==> src/rtl/tluh_atomic_alu.sv <==
// TL-UH atomic unit: one ArithmeticData/LogicalData read-modify-write at a time.
// Returns the original memory beat; illegal requests and read errors are answered without a write.
module tluh_atomic_alu #(
  parameter int unsigned DW = 32,
  parameter int unsigned AW = 32,
  parameter int unsigned SW = 8
) (
  input  logic          clk_i,
  input  logic          rst_i,
  input  logic          req_valid_i,
  output logic          req_ready_o,
  input  logic [2:0]    req_opcode_i,
  input  logic [2:0]    req_param_i,
  input  logic [1:0]    req_size_i,
  input  logic [AW-1:0] req_addr_i,
  input  logic [DW/8-1:0] req_mask_i,
  input  logic [DW-1:0] req_data_i,
  input  logic [SW-1:0] req_source_i,
  output logic          mem_req_o,
  output logic          mem_we_o,
  output logic [AW-1:0] mem_addr_o,
  output logic [DW-1:0] mem_wdata_o,
  output logic [DW/8-1:0] mem_wmask_o,
  input  logic          mem_gnt_i,
  input  logic          mem_rvalid_i,
  input  logic [DW-1:0] mem_rdata_i,
  input  logic          mem_err_i,
  output logic          rsp_valid_o,
  input  logic          rsp_ready_i,
  output logic [DW-1:0] rsp_data_o,
  output logic [SW-1:0] rsp_source_o,
  output logic          rsp_error_o
);

  localparam int unsigned MW  = DW / 8;
  localparam int unsigned LMW = $clog2(MW);

  typedef enum logic [2:0] {S_IDLE, S_RD, S_RD_WAIT, S_WR, S_RSP} state_t;

  state_t          r_state;
  state_t          w_state_nx;
  logic [2:0]      r_opcode;
  logic [2:0]      r_param;
  logic [1:0]      r_size;
  logic [AW-1:0]   r_addr;
  logic [MW-1:0]   r_mask;
  logic [DW-1:0]   r_data;
  logic [SW-1:0]   r_source;
  logic [DW-1:0]   r_old;
  logic [DW-1:0]   r_wdata;
  logic            r_err;

  int unsigned     w_nbytes;
  int unsigned     w_off_req;
  logic [MW-1:0]   w_exp_mask;
  logic            w_param_ok;
  logic            w_legal;

  int unsigned     w_shamt;
  int unsigned     w_nbits;
  logic [DW-1:0]   w_nmask;
  logic [DW-1:0]   w_top;
  logic [DW-1:0]   w_old_sh;
  logic [DW-1:0]   w_op_sh;
  logic            w_signed;
  logic [DW-1:0]   w_old_x;
  logic [DW-1:0]   w_op_x;
  logic [DW-1:0]   w_res;
  logic [DW-1:0]   w_new;

  // Request legality: opcode/param range, size, natural alignment and exact lane mask
  always_comb begin
    w_nbytes   = 32'(1) << req_size_i;
    w_off_req  = 32'(req_addr_i[LMW-1:0]);
    w_exp_mask = '0;
    for (int unsigned i = 0; i < MW; i++) begin
      w_exp_mask[i] = (i >= w_off_req) && (i < w_off_req + w_nbytes);
    end
    w_param_ok = ((req_opcode_i == 3'd2) && (req_param_i <= 3'd4)) ||
                 ((req_opcode_i == 3'd3) && (req_param_i <= 3'd3));
    w_legal    = w_param_ok && (32'(req_size_i) <= LMW) &&
                 ((w_off_req & (w_nbytes - 32'(1))) == 32'(0)) &&
                 (req_mask_i == w_exp_mask);
  end

  // Lane extraction, sign/zero extension and the atomic operation on the returned beat
  always_comb begin
    w_shamt  = 32'({r_addr[LMW-1:0], 3'b000});
    w_nbits  = 32'(8) << r_size;
    w_nmask  = {DW{1'b1}} >> (DW - w_nbits);
    w_top    = w_nmask ^ (w_nmask >> 1);
    w_old_sh = mem_rdata_i >> w_shamt;
    w_op_sh  = r_data >> w_shamt;
    w_signed = (r_opcode == 3'd2) && (r_param <= 3'd1);
    w_old_x  = (w_old_sh & w_nmask) |
               ((w_signed && |(w_old_sh & w_top)) ? ~w_nmask : '0);
    w_op_x   = (w_op_sh & w_nmask) |
               ((w_signed && |(w_op_sh & w_top)) ? ~w_nmask : '0);
    w_res    = w_old_x;
    if (r_opcode == 3'd2) begin
      case (r_param)
        3'd0:    w_res = ($signed(w_op_x) < $signed(w_old_x)) ? w_op_x : w_old_x;
        3'd1:    w_res = ($signed(w_op_x) > $signed(w_old_x)) ? w_op_x : w_old_x;
        3'd2:    w_res = (w_op_x < w_old_x) ? w_op_x : w_old_x;
        3'd3:    w_res = (w_op_x > w_old_x) ? w_op_x : w_old_x;
        3'd4:    w_res = w_old_x + w_op_x;
        default: w_res = w_old_x;
      endcase
    end else begin
      case (r_param)
        3'd0:    w_res = w_old_x ^ w_op_x;
        3'd1:    w_res = w_old_x | w_op_x;
        3'd2:    w_res = w_old_x & w_op_x;
        default: w_res = w_op_x;
      endcase
    end
    w_new = (mem_rdata_i & ~(w_nmask << w_shamt)) | ((w_res & w_nmask) << w_shamt);
  end

  always_ff @(posedge clk_i or posedge rst_i) begin
    if (rst_i) r_state <= S_IDLE;
    else       r_state <= w_state_nx;
  end

  always_comb begin
    w_state_nx = r_state;
    case (r_state)
      S_IDLE:    if (req_valid_i)  w_state_nx = w_legal ? S_RD : S_RSP;
      S_RD:      if (mem_gnt_i)    w_state_nx = S_RD_WAIT;
      S_RD_WAIT: if (mem_rvalid_i) w_state_nx = mem_err_i ? S_RSP : S_WR;
      S_WR:      if (mem_gnt_i)    w_state_nx = S_RSP;
      S_RSP:     if (rsp_ready_i)  w_state_nx = S_IDLE;
      default:   w_state_nx = S_IDLE;
    endcase
  end

  // Transaction context; r_old stays zero on any error so the response beat reads as zero
  always_ff @(posedge clk_i or posedge rst_i) begin
    if (rst_i) begin
      r_opcode <= '0;
      r_param  <= '0;
      r_size   <= '0;
      r_addr   <= '0;
      r_mask   <= '0;
      r_data   <= '0;
      r_source <= '0;
      r_old    <= '0;
      r_wdata  <= '0;
      r_err    <= 1'b0;
    end else if ((r_state == S_IDLE) && req_valid_i) begin
      r_opcode <= req_opcode_i;
      r_param  <= req_param_i;
      r_size   <= req_size_i;
      r_addr   <= req_addr_i;
      r_mask   <= req_mask_i;
      r_data   <= req_data_i;
      r_source <= req_source_i;
      r_old    <= '0;
      r_wdata  <= '0;
      r_err    <= ~w_legal;
    end else if ((r_state == S_RD_WAIT) && mem_rvalid_i) begin
      if (mem_err_i) begin
        r_err <= 1'b1;
      end else begin
        r_old   <= mem_rdata_i;
        r_wdata <= w_new;
      end
    end
  end

  // Outputs decoded from state and held context registers only
  always_comb begin
    req_ready_o  = 1'b0;
    mem_req_o    = 1'b0;
    mem_we_o     = 1'b0;
    mem_addr_o   = '0;
    mem_wdata_o  = '0;
    mem_wmask_o  = '0;
    rsp_valid_o  = 1'b0;
    rsp_data_o   = '0;
    rsp_source_o = '0;
    rsp_error_o  = 1'b0;
    case (r_state)
      S_IDLE: req_ready_o = 1'b1;
      S_RD: begin
        mem_req_o  = 1'b1;
        mem_addr_o = {r_addr[AW-1:LMW], LMW'(0)};
      end
      S_WR: begin
        mem_req_o   = 1'b1;
        mem_we_o    = 1'b1;
        mem_addr_o  = {r_addr[AW-1:LMW], LMW'(0)};
        mem_wdata_o = r_wdata;
        mem_wmask_o = r_mask;
      end
      S_RSP: begin
        rsp_valid_o  = 1'b1;
        rsp_data_o   = r_old;
        rsp_source_o = r_source;
        rsp_error_o  = r_err;
      end
      default: ;
    endcase
  end

endmodule
==> config.mk <==
export PLATFORM = sky130hd
export DESIGN_NAME = tluh_atomic_alu
export DESIGN_NICKNAME = d
export VERILOG_FILES = /design/src/rtl/tluh_atomic_alu.sv
export SDC_FILE = /design/constraint.sdc
export NUM_CORES = 1
export LEC_CHECK = 0
export ABC_CLOCK_PERIOD_IN_PS = 6700
export CORE_MARGIN = 2
export CORE_UTILIZATION = 49
export DETAILED_ROUTE_END_ITERATION = 12
export PLACE_DENSITY = 0.74
export SYNTH_ARGS = -nofsm -noshare
export SYNTH_HDL_FRONTEND = slang
export SYNTH_SLANG_ARGS = --single-unit
==> constraint.sdc <==
create_clock -name clk_i -period 6.7 [get_ports clk_i]
set_input_delay 1.34 -clock clk_i [delete_from_list [all_inputs] [get_ports clk_i]]
set_output_delay 1.34 -clock clk_i [all_outputs]
set_load 0.01 [all_outputs]
# --- Word level (Yosys, flattened, before mapping) ---
# Index checks and enable logic that the tools add are counted.
classes:
  n_mux: 36
  n_addsub: 4
  n_shift: 7
  reduce_logical: 25
  div: 0
  eq_ne: 18
  bitwise_logic: 17
  order_cmp: 15
  mul: 0
ops:
  columns: ["op", "count"]
  rows:
  - ["2-to-1 mux 32 bit", 16]
  - ["bitwise AND 32 bit", 7]
  - ["case mux 32 bit (5 select lines)", 1]
  - ["OR 32 bit", 4]
  - ["case mux 32 bit (3 select lines)", 1]
  - ["> comparator 32 bit", 2]
  - ["less-than comparator 1 x 32 -> 1 bit (first input constant)", 2]
  - ["less-than comparator 2 x 32 -> 1 bit (first input constant)", 2]
  - ["less-than comparator 32 bit", 2]
  - ["NOT 32 bit", 2]
  - ["OR reduction 32 bit", 2]
  - ["left shift 32 x 5 -> 32 bit", 2]
  - [">> shifter 32 x 5 -> 32 bit", 2]
  - ["adder 2 x 32 -> 32 bit", 1]
  - ["adder 32 bit", 1]
  - ["bitwise AND 2 x 32 -> 32 bit", 1]
  - ["zero test 32 bit", 1]
  - ["left shift 1 x 2 -> 32 bit (first input constant)", 1]
  - ["left shift 4 x 2 -> 32 bit (first input constant)", 1]
  - [">> shifter 32 x 32 -> 32 bit (first input constant)", 1]
  - ["subtractor 32 x 1 -> 32 bit (second input constant)", 1]
  - ["subtractor 6 x 32 -> 32 bit (first input constant)", 1]
  - ["XOR 32 x 31 -> 32 bit", 1]
  - ["XOR 32 bit", 1]
  - ["25 further kinds", 66]
word_totals:
  in_bits: 123
  out_inout_bits: 113
  word_cells: 133
  reg_bits: 152
  latchBits: 0
  memories: 0
  rom_bits: 0
  mem_bits_rw: 0

# --- Depth between registers and ports, before layout ---
logic_depth:
  ltp_word: 19
  depth_mapped: 23
  ltp_nobuf: 20

# --- Worst setup path before layout ---
# OpenSTA, ideal clock, no wires.
synth_path:
  kind: "input to register"
  from: "input mem_rdata_i[31]"
  to: "register r_wdata[15]"
  cell_stages: 20
  required_ns: 6.562
  n_path_buf: 2
  setup_time_ns: 0.138
  arrival_ns: 5.635
  setup_slack_ns: 0.927
  path_cell_list: "mux4_2 > a32oi_1 > a21o_1 > nor2b_1 > a21o_1 > inv_1 > ha_1 > buf_2 > nor2_1 > o21ai_0 > a21boi_0 > nor4_2 > o21a_1 > mux2i_1 > and3_1 > buf_4 > nor2_1 > o221a_2 > a222oi_1 > o21ai_0"
synth_between:
  elab_chain_len: 16
  elab_cells_between_ends: 28
  classes_between: "add/sub (1); order compare (4); shift (2); mux (11); bitwise (8); reduce/logical (2)"
synth_rtl:
  columns: ["element", "line", "text"]
  rows:
  - ["start, declared", "26", "input logic [DW-1:0] mem_rdata_i,"]
  - [">> shifter 32 x 5 -> 32 bit *", "92", "w_old_sh = mem_rdata_i >> w_shamt;"]
  - ["bitwise AND 32 bit", "96", "((w_signed && |(w_old_sh & w_top)) ? ~w_nmask : '0);"]
  - ["OR reduction 32 bit", "96", null]
  - ["logical AND 1 bit", "96", null]
  - ["2-to-1 mux 32 bit", "96", null]
  - ["OR 32 bit *", "95", "w_old_x = (w_old_sh & w_nmask) |"]
  - ["> comparator 32 bit, or another cell as far along", "105", "3'd3: w_res = (w_op_x > w_old_x) ? w_op_x : w_old_x;"]
  - ["2-to-1 mux 32 bit, on equally long branches", null, null]
  - ["case mux 32 bit (5 select lines)", "101", "case (r_param)"]
  - ["2-to-1 mux 32 bit *", "100", "if (r_opcode == 3'd2) begin"]
  - ["bitwise AND 32 bit *", "117", "w_new = (mem_rdata_i & ~(w_nmask << w_shamt)) | ((w_res & w_nmask) << w_shamt);"]
  - ["left shift 32 x 5 -> 32 bit *", "117", null]
  - ["OR 32 bit *", "117", null]
  - ["2-to-1 mux 32 bit *", "162", "if (mem_err_i) begin"]
  - ["2-to-1 mux 32 bit *", "161", "end else if ((r_state == S_RD_WAIT) && mem_rvalid_i) begin"]
  - ["2-to-1 mux 32 bit *", "150", "end else if ((r_state == S_IDLE) && req_valid_i) begin"]
  - ["end signal, assigned", "166", "r_wdata <= w_new;"]
  - ["end, declared", "50", "logic [DW-1:0] r_wdata;"]
# Every way passes the cells marked *; elsewhere a longest branch is shown, timed or not. The select of a mux whose other input is x is not followed.
# A chain may end at the register's enable or synchronous reset.

# --- Worst setup path in the final report ---
layout_path:
  from: "input mem_rdata_i[23]"
  to: "register r_wdata[20]"
# The elaborated chain is that of the path after synthesis.

==> flow_metrics.py <==
metrics = {
    "sta": {
        "hold_viol_final": 0,
        "slew_violations": 0,
        "finalSetupTns_ns": 0,
        "fin_crit_sh_pct": 98.7,
        "clock_skew_ns": 0.0144,
        "slew_headroom_pct": 22.6,
        "max_freq_mhz": 151,
        "rsz0062_at_grt": "no",
        "worst_pin_slew_ns": 1.16,
        "finalSetupViolations": 0,
        "hold_ws_ns": 0.469,
        "fin_crit_ns": 6.61,
    },
    "global_route": {
        "grt_pass1_vias": 15600,
        "grt_pass1_wl_mm": 96.0,
        "track_usage_pct": 41.1,
        "grt_max_degree": 109,
        "antenna_found_initial": 3,
        "overflow": 0,
    },
    "floorplanning": {
        "start_util_pct": 49.8,
        "io_pins": 236,
        "row_count": 62,
        "core_area_mm2": 0.0288,
        "dieHeight_um": 175,
        "die-area_mm2": 0.0306,
        "die_w_um": 175,
    },
    "detailed_routing": {
        "remaining_drc_errors": 0,
        "dr.pass1.iters": 5,
        "vias_per_cell": 6.28,
        "dr.first_iter.drc_count": 2107,
        "finalWirelength_mm": 64.2,
        "ant_nets": 0,
        "wl_per_cell_um": 24.2,
        "num_vias": 16700,
    },
    "power": {
        "power_frac_comb_pct": 79.0,
        "irDropWorstVdd_mv": 0.645,
        "p_clk_share_pct": 8.9,
        "power_density_mw_per_mm2": 614,
        "switchingPower_uw": 6290,
        "pwr-share-seq_pct": 12.2,
        "p_leak_uw": 0.00890,
        "swShare_pct": 54.6,
        "p_int_uw": 5230,
    },
    "final_layout": {
        "most-common-layout-cells": "421 x nand2_1, 232 x clkdlybuf4s50_1, 204 x buf_4",
        "layout_commonest_cell": "nand2_1",
        "nNetsFinal": 2483,
        "area_growth_pct": 30.9,
        "drive_gt1_share_pct": 14.1,
        "fill_cells": 2566,
    },
    "yosys": {
        "synth_edf_count": 0,
        "synth_adder_area_share_pct": 9.36,
        "synth_mux_area_share_pct": 4.69,
        "ys.warnings.count": 0,
        "yosysUniqueCellTypes": 91,
        "synth-simple-area-share_pct": 26.4,
        "async_flop_share_pct": 100,
        "synth_top_family_by_area": "simple AND/OR/NAND/NOR gates",
        "dominantRegCellSynth": "dfrtp_1",
        "synthXorXnorAreaFrac_pct": 1.96,
        "syn-cell-area_mm2": 0.0143,
        "synth_compound_area_share_pct": 24.3,
        "synth_seq_area_share_pct": 26.5,
        "ys_ff_latch": 152,
        "syn_area_per_cell_um2": 7.41,
        "synth_cells": 1933,
    },
    "critical_path": {
        "crit_fanout": 7,
        "critPathMaxStageDelay_ns": 0.53,
        "reg2reg_slack_ns": 0.64,
        "required_ns": 7.01,
        "cpMostUsedCell": "buf_4",
        "end_kind": "register",
        "path_delay_family": "compound AO/OA/AOI/OAI gates",
        "critPathLaunchType": "input pin",
        "crit_buf_inv": 5,
        "path_class": "input pin to register",
        "crit_path_top_delay_cell": "clkdlybuf4s50_1",
        "crit_chain": "clkdlybuf4s50_1, mux4_2, a32oi_1, a21o_1, nor2_1, buf_4, a21oi_1, inv_1, ha_1, nor4_1, buf_4, nand4_1, buf_4, a21o_1, o21ai_2, mux2_2, a221oi_2, o21ai_0, a32oi_1, or2_2, a31oi_1",
        "worstPathArrival_ns": 6.92,
    },
    "clocking": {
        "cts_tree": "yes",
        "post_cts_buffers": 0,
        "root_buffer": "clkbuf_16",
        "cts.clk_slew.worst_paths_ns": 0.07,
        "h-tree-depth": 4,
        "cts.sinks": 152,
        "cts_made_buffers": 17,
        "clk_path_buf_depth": 2,
        "clk_latency_ns": 0.44,
    },
    "job": {
        "max_cap_viol_count": 0,
    },
    "placement": {
        "portBuffers": 233,
        "routabilityCongestion": 1.11,
        "dp_hpwl_mm": 49.1,
    },
    "min_path": {
        "worstHoldPathType": "register to register",
    },
    "run_status": {
        "status": "completed",
    },
}
-- path summary, 6_finish.rpt --
check,from,to,depth (start not counted)
min in group asynchronous,rst_i,r_source[7]$_DFFE_PP0P_,2
hold / removal,r_addr[12]$_DFFE_PP0P_,r_addr[12]$_DFFE_PP0P_,2
hold reg to reg,r_addr[12]$_DFFE_PP0P_,r_addr[12]$_DFFE_PP0P_,2
setup / recovery,mem_rdata_i[23],r_wdata[20]$_DFFE_PP0P_,21
max in group asynchronous,rst_i,r_addr[0]$_DFFE_PP0P_,3
setup reg to reg,r_size[0]$_DFFE_PP0P_,r_wdata[20]$_DFFE_PP0P_,20
-- state kept, by name (all words and copies together), names as in the netlist --
register  count
r_err         1
r_state       3
r_opcode      3
r_old        32
r_param       3
r_wdata      32
r_source      8
r_mask        4
r_data       32
r_addr       32
r_size        2
-- cell usage after synthesis, drive strengths merged (5+ instances only) --
master     n  area share (%)
or3        5            0.25
a22oi     17            0.89
xor2       7            0.43
nor2     121             3.2
or2        9            0.41
o21ai    105             3.7
o21bai     5            0.26
buf       48             1.9
xnor2     25             1.5
and3      52             2.3
o22ai     11            0.48
o211ai    32             1.7
nor3b      5            0.26
nor2b     14            0.61
o21a       9            0.47
dfrtp    152              27
nand4     12            0.52
nor4       8            0.44
a21oi    158             5.6
a222oi     6            0.42
nor3      20            0.73
nand3     53             1.9
and2      80             3.5
a31oi     18            0.79
nand2b     9            0.39
nand2    423              11
a221o      7            0.49
ha       104             9.1
a221oi     8            0.53
mux2i     30             2.1
clkbuf    89             2.4
mux2      29             2.3
o2111ai    8            0.49
o221ai    29             1.8
o31ai     11            0.67
a211oi    28             1.5
a32oi      7            0.43
a21o      24             1.3
inv       92             2.4
a211o      6            0.37
-- what timing repair did --
item,4_1_cts,5_1_grt
resized for setup,1,4
endpoints found under the hold margin,0,0
pin swaps,0,2
hold buffers,0,0
cloned,0,0
setup endpoints to repair,2,6
-- routing by layer --
metal	wire length, um	GRT usage [%]	part of all wire (%)	vias up
met4	2780	16.8	4.3	2
met5	10	0	0.016	-
met3	7560	11.0	12	205
met2	27900	63.9	44	1083
met1	25900	54.1	40	7917
li1	-	-	-	7445
-- worst min-delay path, stage by stage, from the launching register on --
cell	delay, ns
dfrtp_1	0.34
nand2_1	0.05
nand2_1	0.05
-- final cells by class --
class / count / area (um2) / share of cell area [%]
Multi-Input combinational cell: 1551 / 9610 / 51.2
Timing Repair Buffer: 438 / 3890 / 20.7
Sequential cell: 152 / 3810 / 20.3
Tap cell: 384 / 480 / 2.56
Clock buffer: 17 / 425 / 2.27
Inverter: 94 / 359 / 1.91
Clock inverter: 15 / 184 / 0.981
Antenna cell: 1 / 2.50 / 0.0133
-- logic make-up after synthesis --
family / Yosys count
adder cells (fa/ha/maj): 106
AND/OR/NAND/NOR: 825
XOR/XNOR: 32
other: 1
buffers and inverters: 231
multiplexers: 61
AO/OA/AOI/OAI: 525
flip-flops: 152
-- power by group through the flow --
stage	registers (uW)	logic [uW]	clock network, uW
2_1_floorplan	1290	5090	0
5_1_grt	1430	9550	1060
3_3_place_gp	1400	8620	0
3_5_place_dp	1410	8680	0
4_1_cts	1390	8740	1020
6_report	1400	9090	1020
-- through the flow --
step	cell area (um2)	worst slack [ns]	power [uW]	instances	utilization, %
6_report	18800	0.0888	11500	2652	65.2
3_3_place_gp	18100	-0.495	10000	2619	63.0
2_1_floorplan	14300	0.927	6380	1934	-
3_5_place_dp	18100	-0.517	10100	2619	63.0
4_1_cts	18700	0.0266	11200	2651	65.1
5_1_grt	18800	0.0126	12000	2651	65.2
No activity file was read; power rests on OpenSTA's default activity.
